$ cat src/rtl/serial_negate.sv
// Bit-serial one's/two's complement unit: one operand bit per clock, LSB first,
// through a single carry flop. Result, zero and overflow are registered on the last bit.
//
// state | meaning
// IDLE  | waiting for an operand; in_ready high
// SHIFT | consuming one operand bit per cycle, LSB first
// DONE  | result presented; holds until out_ready
module serial_negate #(
    parameter int N  = 32,
    parameter int CW = $clog2(N)
) (
    input  logic         clk,
    input  logic         rst_n,
    input  logic         in_valid,
    output logic         in_ready,
    input  logic         mode,
    input  logic [N-1:0] in_data,
    output logic         out_valid,
    input  logic         out_ready,
    output logic [N-1:0] out_data,
    output logic         zero,
    output logic         overflow
);

    typedef enum logic [1:0] {
        IDLE  = 2'd0,
        SHIFT = 2'd1,
        DONE  = 2'd2
    } state_t;

    localparam logic [CW-1:0] LAST = CW'(N - 1);

    state_t         state, state_nxt;
    logic [N-1:0]   op_sr;
    logic [N-2:0]   res_sr;
    logic [N-1:0]   res_final;
    logic [CW-1:0]  cnt;
    logic           carry;
    logic           mode_q;
    logic           bit_inv;
    logic           bit_res;
    logic           last_bit;

    assign bit_inv   = ~op_sr[0];
    assign bit_res   = bit_inv ^ carry;
    assign res_final = {bit_res, res_sr};
    assign last_bit  = (cnt == LAST);

    always_ff @(posedge clk or negedge rst_n) begin
        if (!rst_n) begin
            state <= IDLE;
        end else begin
            state <= state_nxt;
        end
    end

    always_comb begin
        state_nxt = state;
        in_ready  = 1'b0;
        out_valid = 1'b0;
        case (state)
            IDLE: begin
                in_ready = 1'b1;
                if (in_valid) begin
                    state_nxt = SHIFT;
                end
            end
            SHIFT: begin
                if (last_bit) begin
                    state_nxt = DONE;
                end
            end
            DONE: begin
                out_valid = 1'b1;
                if (out_ready) begin
                    state_nxt = IDLE;
                end
            end
            default: state_nxt = IDLE;
        endcase
    end

    // out_data is loaded only on the last bit, so no partial result is ever visible
    always_ff @(posedge clk or negedge rst_n) begin
        if (!rst_n) begin
            op_sr    <= '0;
            res_sr   <= '0;
            cnt      <= '0;
            carry    <= 1'b0;
            mode_q   <= 1'b0;
            out_data <= '0;
            zero     <= 1'b0;
            overflow <= 1'b0;
        end else begin
            case (state)
                IDLE: begin
                    if (in_valid) begin
                        op_sr  <= in_data;
                        mode_q <= mode;
                        carry  <= mode;
                        cnt    <= '0;
                    end
                end
                SHIFT: begin
                    carry  <= bit_inv & carry;
                    op_sr  <= {1'b0, op_sr[N-1:1]};
                    res_sr <= res_final[N-1:1];
                    cnt    <= cnt + CW'(1);
                    if (last_bit) begin
                        out_data <= res_final;
                        zero     <= (res_final == '0);
                        // op_sr[0] is the original MSB on the last bit
                        overflow <= mode_q & op_sr[0] & bit_res;
                    end
                end
                default: begin
                end
            endcase
        end
    end

endmodule

$ cat config.mk
export PLATFORM = sky130hd
export DESIGN_NAME = serial_negate
export DESIGN_NICKNAME = d
export VERILOG_FILES = /design/src/rtl/serial_negate.sv
export SDC_FILE = /design/constraint.sdc
export NUM_CORES = 1
export LEC_CHECK = 0
export ABC_CLOCK_PERIOD_IN_PS = 2200
export BUFFER_PORTS_ARGS = -buffer_cell sky130_fd_sc_hd__buf_2
export CAP_MARGIN = 0
export CORE_UTILIZATION = 25
export DETAILED_ROUTE_END_ITERATION = 8
export PLACE_DENSITY = 0.41
export SETUP_SLACK_MARGIN = 0.5
export SKIP_LAST_GASP = 1
export SLEW_MARGIN = 20
export SYNTH_ARGS = -nofsm -noshare
export SYNTH_HDL_FRONTEND = slang
export SYNTH_SLANG_ARGS = --single-unit
$ cat constraint.sdc
create_clock -name clk -period 2.2 [get_ports clk]
set_input_delay 0.55 -clock clk [delete_from_list [all_inputs] [get_ports clk]]
set_output_delay 0.55 -clock clk [all_outputs]
set_load 0.02 [all_outputs]
==> out/metrics.sh, run 1 <==
WORST-PATH-MAX-FANOUT=8
MAPPEDNETLISTNETS=410
SLEW_HEADROOM_PCT=59.8
TIMING.CLOCK.SKEW_NS=0.00617
DIE_HEIGHT_UM=135
SYNTH_CELL_TYPE_COUNT=28
TIMING.SETUP.CRITICAL_PATH_CLASS='reg -> reg'
DRT_FIRST_PASS_ITERS=4
SETUP_VIOL=0
CTS-HTREE-LEVELS=3
SEQ_AREA_UM2=2660
MULTI_INPUT_AREA_UM2=1690
CTS_INSERTED_BUFFERS=9
SYNTH_WARNINGS=0
FINALHOLDVIOLCOUNT=0
SYNTH_TOP_CELL_BY_AREA='sky130_fd_sc_hd__dfrtp_1'
SLOWEST_STAGE='sky130_fd_sc_hd__dfrtp_1'
IO_BUFFER_COUNT=72
NNETSFINAL=492
HOLD_BUFFERS=0
CRIT_PATH_CELL_TRACE='ha_2, and3_4, ha_4, nand3b_1, buf_4, clkbuf_16, mux2_2'
CP.ARRIVAL_NS=2.02
SYNTH.TOP_CELL.AREA_SHARE_PCT=59.6
ANTENNA_FOUND_INITIAL=0
MAX_STAGE_DELAY_NS=0.38
FINAL.SETUP.TNS_NS=0
DPL_CELL_AREA_UM2=5040
ANTENNA_LEFT=0
DIEAREA_UM2=18400
PLACEABLECOREAREA_UM2=17400
CRITPATHBUFINV=2
DETAILROUTE.VIA_COUNT=2969
CP-END-KIND='flop'
FINAL_LAYOUT_SIZE_SUFFIX_GT1_SHARE_PCT=40.0
FIRST_GLOBAL_VIAS=3049
STDCELL_AREA_UM2=5630
CP_DATA_REQUIRED_TIME_NS=2.44
DIE_X_UM=135
NUM_IO_PINS=73
LAYOUT_WORST_PATH_CYCLE_SHARE_PCT=81.0
CTS.REPORTEDPATHS.CLKPINSLEW_NS=0.07
INITIALDRTVIOLATIONCOUNT=135
WORST_SKEW_PAIR.LATE_LATENCY_NS=0.35
DRV.MAX_CAP_VIOLATION_COUNT=0
LAYOUT_MIN_CYCLE_TIME_NS=1.78
SIGNED_AREA_CHANGE_FROM_THE_SYNTHESIZED_NETLIST_TO_THE_FINAL_LAYOUT_PCT=26.3
FLOORPLAN.INITIALDENSITY_PCT=25.7
DRC=0
NUMBER_OF_SYNTHESIZED_REGISTER_BITS=106
CRIT_PATH_START_KIND='flop'
NETLIST_AREA_UM2=4450
GRT_OVERFLOW_TOTAL=0
POWER_DENSITY_nW_PER_UM2=1240
DP_HPWL_UM=6220
TIMING.FMAX_GHz=0.561
FLOORPLAN.ROWS=48
ROUTEDWLPERCELL_UM=14.9
GRT_UTIL_ALL_LAYERS_PCT=11.4
TIGHTEST_SLEW_NS=0.603
GRT_SETUP_UNREPAIRED='true'
POWER.IR.VDD_WORST_mV=0.419
ANTENNADIODECOUNT=0
STATUS='finished clean'
MAXIMUM_NUMBER_OF_PINS_ON_ONE_NET_BEFORE_GLOBAL_ROUTE_REPAIR=59
CTS_NUM_SINKS=106
TIMING_MAX_TRANSITION_VIOLATIONS_FINAL=0
N_FILL_CELL=1728
SYNTH_CELLS=370
SYNTH.TOP_CELLS.BY_AREA='sky130_fd_sc_hd__dfrtp_1, sky130_fd_sc_hd__mux2_2, sky130_fd_sc_hd__nand2_1'
MAX-CLOCK-PATH-BUFFERS=2
POSTSYNTHAREAPERCELL_UM2=12.0
CRIT_FAMILY='flip-flops'
HOLD_PATH.CLASS='in -> async'
GLOBALPLACE.CONGESTION=0.709
CTS_ROOT_BUFFER='sky130_fd_sc_hd__clkbuf_16'
P_LEAK_uW=0.00276
CTS_TREE='yes'
VIAS_PER_CELL=4.35
YOSYSSEQAREASHARE_PCT=59.6
ROUTED_WIRELENGTH_UM=10200
GRT_PASS1_WL_UM=15900
==> Yosys cell counts, drive strengths merged <==
cell type  count
a21o           1
a31oi         31
and3           1
buf           22
clkbuf         2
dfrtp        106
ha             3
inv            6
mux2          63
mux2i          1
nand2         67
nand2b         2
nand3          8
nand3b         1
nand4          2
nor2          32
nor3b          2
nor4           8
o21ai          8
o221ai         1
o31ai          1
or3b           1
xor2           1
==> kinds of logic (layout without fill, tap and decap cells) <==
group	count (synthesis)	count (layout)	synth area share, %
and+or+nand+nor	124	125	12.0
DFF	106	106	59.6
muxes	64	64	16.2
AOI/OAI and AO/OA	42	42	5.93
buffers and inverters	30	116	5.34
adders and majority gates	3	3	0.843
xor gates and xnor gates	1	1	0.197
==> repair_timing <==
action                     4_1_cts  5_1_grt
gates resized for setup         17       16
gates cloned                     3        3
pin swaps                        0        1
setup endpoints to repair       47       64
buffers inserted                 7        0
==> per-layer routing <==
| layer | routed length, um | up-vias | GRT usage (%) |
|---|---|---|---|
| li1 | - | 1447 | - |
| met1 | 4850 | 1467 | 15.0 |
| met2 | 4770 | 42 | 17.8 |
| met3 | 372 | 13 | 2.24 |
| met4 | 205 | 0 | 6.18 |
| met5 | 0 | - | 0 |
==> placed cells by master (no fill, tap or decap), types with 2 or more instances in the layout <==
cell type,instances
sky130_fd_sc_hd__o21ai_1,2
sky130_fd_sc_hd__buf_2,69
sky130_fd_sc_hd__inv_6,2
sky130_fd_sc_hd__dfrtp_2,2
sky130_fd_sc_hd__dfrtp_1,104
sky130_fd_sc_hd__buf_4,12
sky130_fd_sc_hd__mux2_2,44
sky130_fd_sc_hd__clkbuf_16,11
sky130_fd_sc_hd__mux2_4,19
sky130_fd_sc_hd__nand2_1,67
sky130_fd_sc_hd__buf_6,2
sky130_fd_sc_hd__nand3_1,7
sky130_fd_sc_hd__a31oi_1,31
sky130_fd_sc_hd__buf_16,3
sky130_fd_sc_hd__nor2_1,32
sky130_fd_sc_hd__buf_12,6
sky130_fd_sc_hd__o21ai_0,6
sky130_fd_sc_hd__clkbuf_1,2
sky130_fd_sc_hd__nand4_1,2
sky130_fd_sc_hd__inv_1,6
sky130_fd_sc_hd__nor4_1,8
==> worst reg2reg max path, stage by stage (launching register included) <==
cell	delay [ns]
sky130_fd_sc_hd__dfrtp_1	0.38
sky130_fd_sc_hd__ha_2	0.19
sky130_fd_sc_hd__and3_4	0.18
sky130_fd_sc_hd__ha_4	0.15
sky130_fd_sc_hd__nand3b_1	0.11
sky130_fd_sc_hd__buf_4	0.17
sky130_fd_sc_hd__clkbuf_16	0.16
sky130_fd_sc_hd__mux2_2	0.33
==> state kept, by name, summed over array words and instances (netlist names) <==
name / count
overflow: 1
state: 2
zero: 1
res_sr: 31
mode_q: 1
carry: 1
op_sr: 32
cnt: 5
out_data: 32
==> worst paths after layout <==
path,end,depth (start not counted),slack [ns],start
max in group asynchronous,state[1]$_DFFE_PN0P_,2,1.39,rst_n
setup reg to reg,out_data[26]$_DFFE_PN0P_,7,0.42,cnt[0]$_DFFE_PN0P_
min in group clk,op_sr[31]$_DFFE_PN0P_,3,0.40,in_data[31]
hold reg to reg,mode_q$_DFFE_PN0P_,2,0.50,mode_q$_DFFE_PN0P_
hold / removal,out_data[23]$_DFFE_PN0P_,1,0.20,rst_n
setup / recovery,out_data[26]$_DFFE_PN0P_,7,0.42,cnt[0]$_DFFE_PN0P_
==> per-stage QoR <==
stage	utilization (%)	total power [uW]	worst slack [ns]	instances	hold WS (ns)
finish	32.4	6990	0.418	682	0.199
global route	32.4	7500	0.355	682	0.233
CTS	31.7	7030	0.412	679	0.216
detailed placement	29.0	5340	0.388	653	0.481
global placement	29.0	5270	0.411	653	0.471
floorplan	-	4720	0.493	370	0.254
==> area by class of cell <==
cell class              instances  share of cell area [%]
flip-flops and latches        106                    47.2
multi-input cells             235                    30.0
repair buffers                 94                    12.6
well taps                     225                    5.00
clock buffers                  11                    4.14
clock inverters                 5                   0.689
inverters                       6                   0.400
==> where the power goes <==
| part | internal (uW) | switching, uW |
|---|---|---|
| clock network | 778 | 736 |
| logic | 1120 | 1090 |
| registers | 2710 | 550 |
| total | 4620 | 2370 |
(Power assumes the default switching activity.)
==> inputs of run 2 (changes only) <==
- ABC_CLOCK_PERIOD_IN_PS: 2200 -> 1500
- PLACE_DENSITY: 0.41 -> 0.42
- clock period: 2.2 -> 1.5 ns (I/O delays scaled with it)
==> run 2 against run 1 <==
Net effect: largest cell class unchanged; sequential share of layout area is 13 points lower; routed wire length is 19% higher; global-route usage is 2.3 points higher; the flow now finishes with violations (negative setup slack).
==> out/metrics.sh, run 2 (synthesis gave the netlist of run 1 again) <==
STATUS='complete, but fails checks'
VIOLATIONS_IN_THE_FINAL_REPORTS='negative setup slack'
TIMING_MAX_TRANSITION_VIOLATIONS_FINAL=0
SEQUENTIALPOWERSHARE_PCT=36.4
INITIALDRTVIOLATIONCOUNT=72
CP_DATA_REQUIRED_TIME_NS=1.74
POWER_DENSITY_nW_PER_UM2=1770
CRIT-REG2REG-LAUNCH='cnt[0]$_DFFE_PN0P_'
TIMING.CLOCK.SKEW_NS=0.00962
GRT_OVERFLOW_TOTAL=0
HOLD_PATH.CLASS='in -> reg'
LAYOUT.CELLS.MOST_COMMON='sky130_fd_sc_hd__dfrtp_1'
CP-END-KIND='flop'
CTS_NUM_SINKS=106
REG_TOP3='op_sr x32, out_data x32, res_sr x31'
CRIT_FAMILY='flip-flops'
VIAS_PER_CELL=4.41
POWER_SWITCHING_uW=4580
SETUP_VIOL=97
DRT_FIRST_PASS_ITERS=4
DETAILROUTE.VIA_COUNT=3399
STDCELL_AREA_UM2=7720
DIE_HEIGHT_UM=135
ROUTEDWLPERCELL_UM=15.7
FINALHOLDVIOLCOUNT=0
POWER.IR.VDD_WORST_mV=0.856
ROUTED_WIRELENGTH_UM=12100
NUM_IO_PINS=73
FINAL_CELL_MIX='sky130_fd_sc_hd__dfrtp_1, sky130_fd_sc_hd__buf_6, sky130_fd_sc_hd__buf_4'
LAYOUT_MIN_CYCLE_TIME_NS=1.73
CRITPATHBUFINV=2
COMBINATIONAL_FRACTION_OF_DESIGN_POWER_PCT=45.3
MAXIMUM_NUMBER_OF_PINS_ON_ONE_NET_BEFORE_GLOBAL_ROUTE_REPAIR=30
LAYOUT_WORST_PATH_CYCLE_SHARE_PCT=115
IO_BUFFER_COUNT=72
POWER_SWITCHING_SHARE_PCT=33.5
P_LEAK_uW=0.00373
SLEW_HEADROOM_PCT=74.2
CTS.REPORTEDPATHS.CLKPINSLEW_NS=0.08
CTS_ROOT_BUFFER='sky130_fd_sc_hd__clkbuf_16'
GRT_SETUP_UNREPAIRED='true'
MAX_STAGE_DELAY_NS=0.39
WORST_SKEW_PAIR.LATE_LATENCY_NS=0.36
DRV.MAX_CAP_VIOLATION_COUNT=0
MIN-DELAY-START='out_ready'
PLACEABLECOREAREA_UM2=17400
ANTENNA_LEFT=0
WORST-PATH-MAX-FANOUT=8
TIGHTEST_SLEW_NS=0.383
NNETSFINAL=579
SETUP_WS_NS=-0.229
CELLINTERNALPOWER_uW=9090
CTS-HTREE-LEVELS=3
DIEAREA_UM2=18400
N_FILL_CELL=1605
CTS_INSERTED_BUFFERS=9
DRC=0
CP-STARTPOINT='cnt[0]$_DFFE_PN0P_'
POWER.SHARE.CLOCK_PCT=18.3
DPL_CELL_AREA_UM2=5410
ANTENNA_FOUND_INITIAL=3
DIE_X_UM=135
FIRST_GLOBAL_VIAS=3570
CP.ARRIVAL_NS=1.97
FLOORPLAN.INITIALDENSITY_PCT=25.7
SIGNED_AREA_CHANGE_FROM_THE_SYNTHESIZED_NETLIST_TO_THE_FINAL_LAYOUT_PCT=73.2
POWER_uW=13700
GRT_PASS1_WL_UM=19000
CRIT_PATH_START_KIND='flop'
CTS_TREE='yes'
GRT_UTIL_ALL_LAYERS_PCT=13.8
MAX-CLOCK-PATH-BUFFERS=2
FINAL_LAYOUT_SIZE_SUFFIX_GT1_SHARE_PCT=67.3
CRIT_PATH_CELL_TRACE='ha_2, and3_4, ha_4, nand3b_1, buf_12, buf_16, mux2_4'
SLOWEST_STAGE='sky130_fd_sc_hd__dfrtp_1'
TIMING.SETUP.CRITICAL_PATH_CLASS='reg -> reg'
FIN_UTIL_PCT=44.5
TIMING.FMAX_GHz=0.578
FLOORPLAN.ROWS=48
GLOBALPLACE.CONGESTION=0.697
DP_SLACK_NS=-0.293
DP_HPWL_UM=6430
[run 2: changes by cell type in the layout (fill, tap and decap cells not counted), moves of 12 or more]
cell / previous run / this run
sky130_fd_sc_hd__mux2_4: 19 / 47
sky130_fd_sc_hd__buf_12: 6 / 18
sky130_fd_sc_hd__nand2_2: 0 / 37
sky130_fd_sc_hd__buf_4: 12 / 51
sky130_fd_sc_hd__mux2_2: 44 / 16
sky130_fd_sc_hd__buf_16: 3 / 18
sky130_fd_sc_hd__buf_2: 69 / 35
sky130_fd_sc_hd__nand2_4: 0 / 24
sky130_fd_sc_hd__buf_6: 2 / 56
sky130_fd_sc_hd__nand2_1: 67 / 6
[run 2: final timing paths]
| path | cells past startpoint | to | slack [ns] |
|---|---|---|---|
| max in group asynchronous | 3 | op_sr[22]$_DFFE_PN0P_ | 0.62 |
| min in group asynchronous | 2 | res_sr[3]$_DFFE_PN0P_ | 0.43 |
| min | 2 | state[1]$_DFFE_PN0P_ | 0.19 |
| min reg2reg | 2 | mode_q$_DFFE_PN0P_ | 0.52 |
| max | 7 | out_data[29]$_DFFE_PN0P_ | -0.23 |
| max reg2reg | 7 | out_data[29]$_DFFE_PN0P_ | -0.23 |
[run 2: repair_timing]
item / 4_1_cts / 5_1_grt
endpoints found under the setup margin: 142 / 158
endpoints found under the hold margin: 10 / 0
setup buffers: 47 / 19
cloned: 17 / 3
hold buffers: 1 / 0
gates resized for setup: 146 / 88
pin swaps: 53 / 37
[run 2: power groups by stage]
| stage | Clock [uW] | Sequential [uW] | Combinational (uW) |
|---|---|---|---|
| after floorplan | 0 | 5020 | 2400 |
| after global placement | 0 | 4880 | 3570 |
| after detailed placement | 0 | 4900 | 3620 |
| after CTS | 2580 | 4900 | 5390 |
| after global routing | 2700 | 5120 | 6660 |
| final | 2500 | 4970 | 6200 |
[run 2: area by class of cell]
type / count / area [um2] / area share, %
sequential: 106 / 2660 / 34.4
timing repair buffer: 182 / 2120 / 27.5
antenna: 1 / 2.50 / 0.0324
multi-input combinational: 234 / 2330 / 30.1
clock inverter: 7 / 83.8 / 1.09
inverter: 6 / 22.5 / 0.292
tap: 225 / 282 / 3.65
clock buffer: 9 / 225 / 2.92
[run 2: metal layers]
metal | wire, um | up-vias | GRT usage (%)
li1 | - | 1636 | -
met1 | 5330 | 1684 | 16.7
met2 | 6150 | 67 | 23.7
met3 | 518 | 10 | 4.34
met4 | 100 | 2 | 3.37
met5 | 11 | - | 0
[run 2: metrics by stage]
stage / TNS, ns / hold slack, ns / instances
after global placement: -6.99 / 0.266 / 666
final: -10.96 / 0.185 / 770
after detailed placement: -7.70 / 0.263 / 666
after global routing: -17.18 / 0.176 / 769
after floorplan: -5.09 / 0.0794 / 370
after CTS: -12.07 / 0.193 / 747
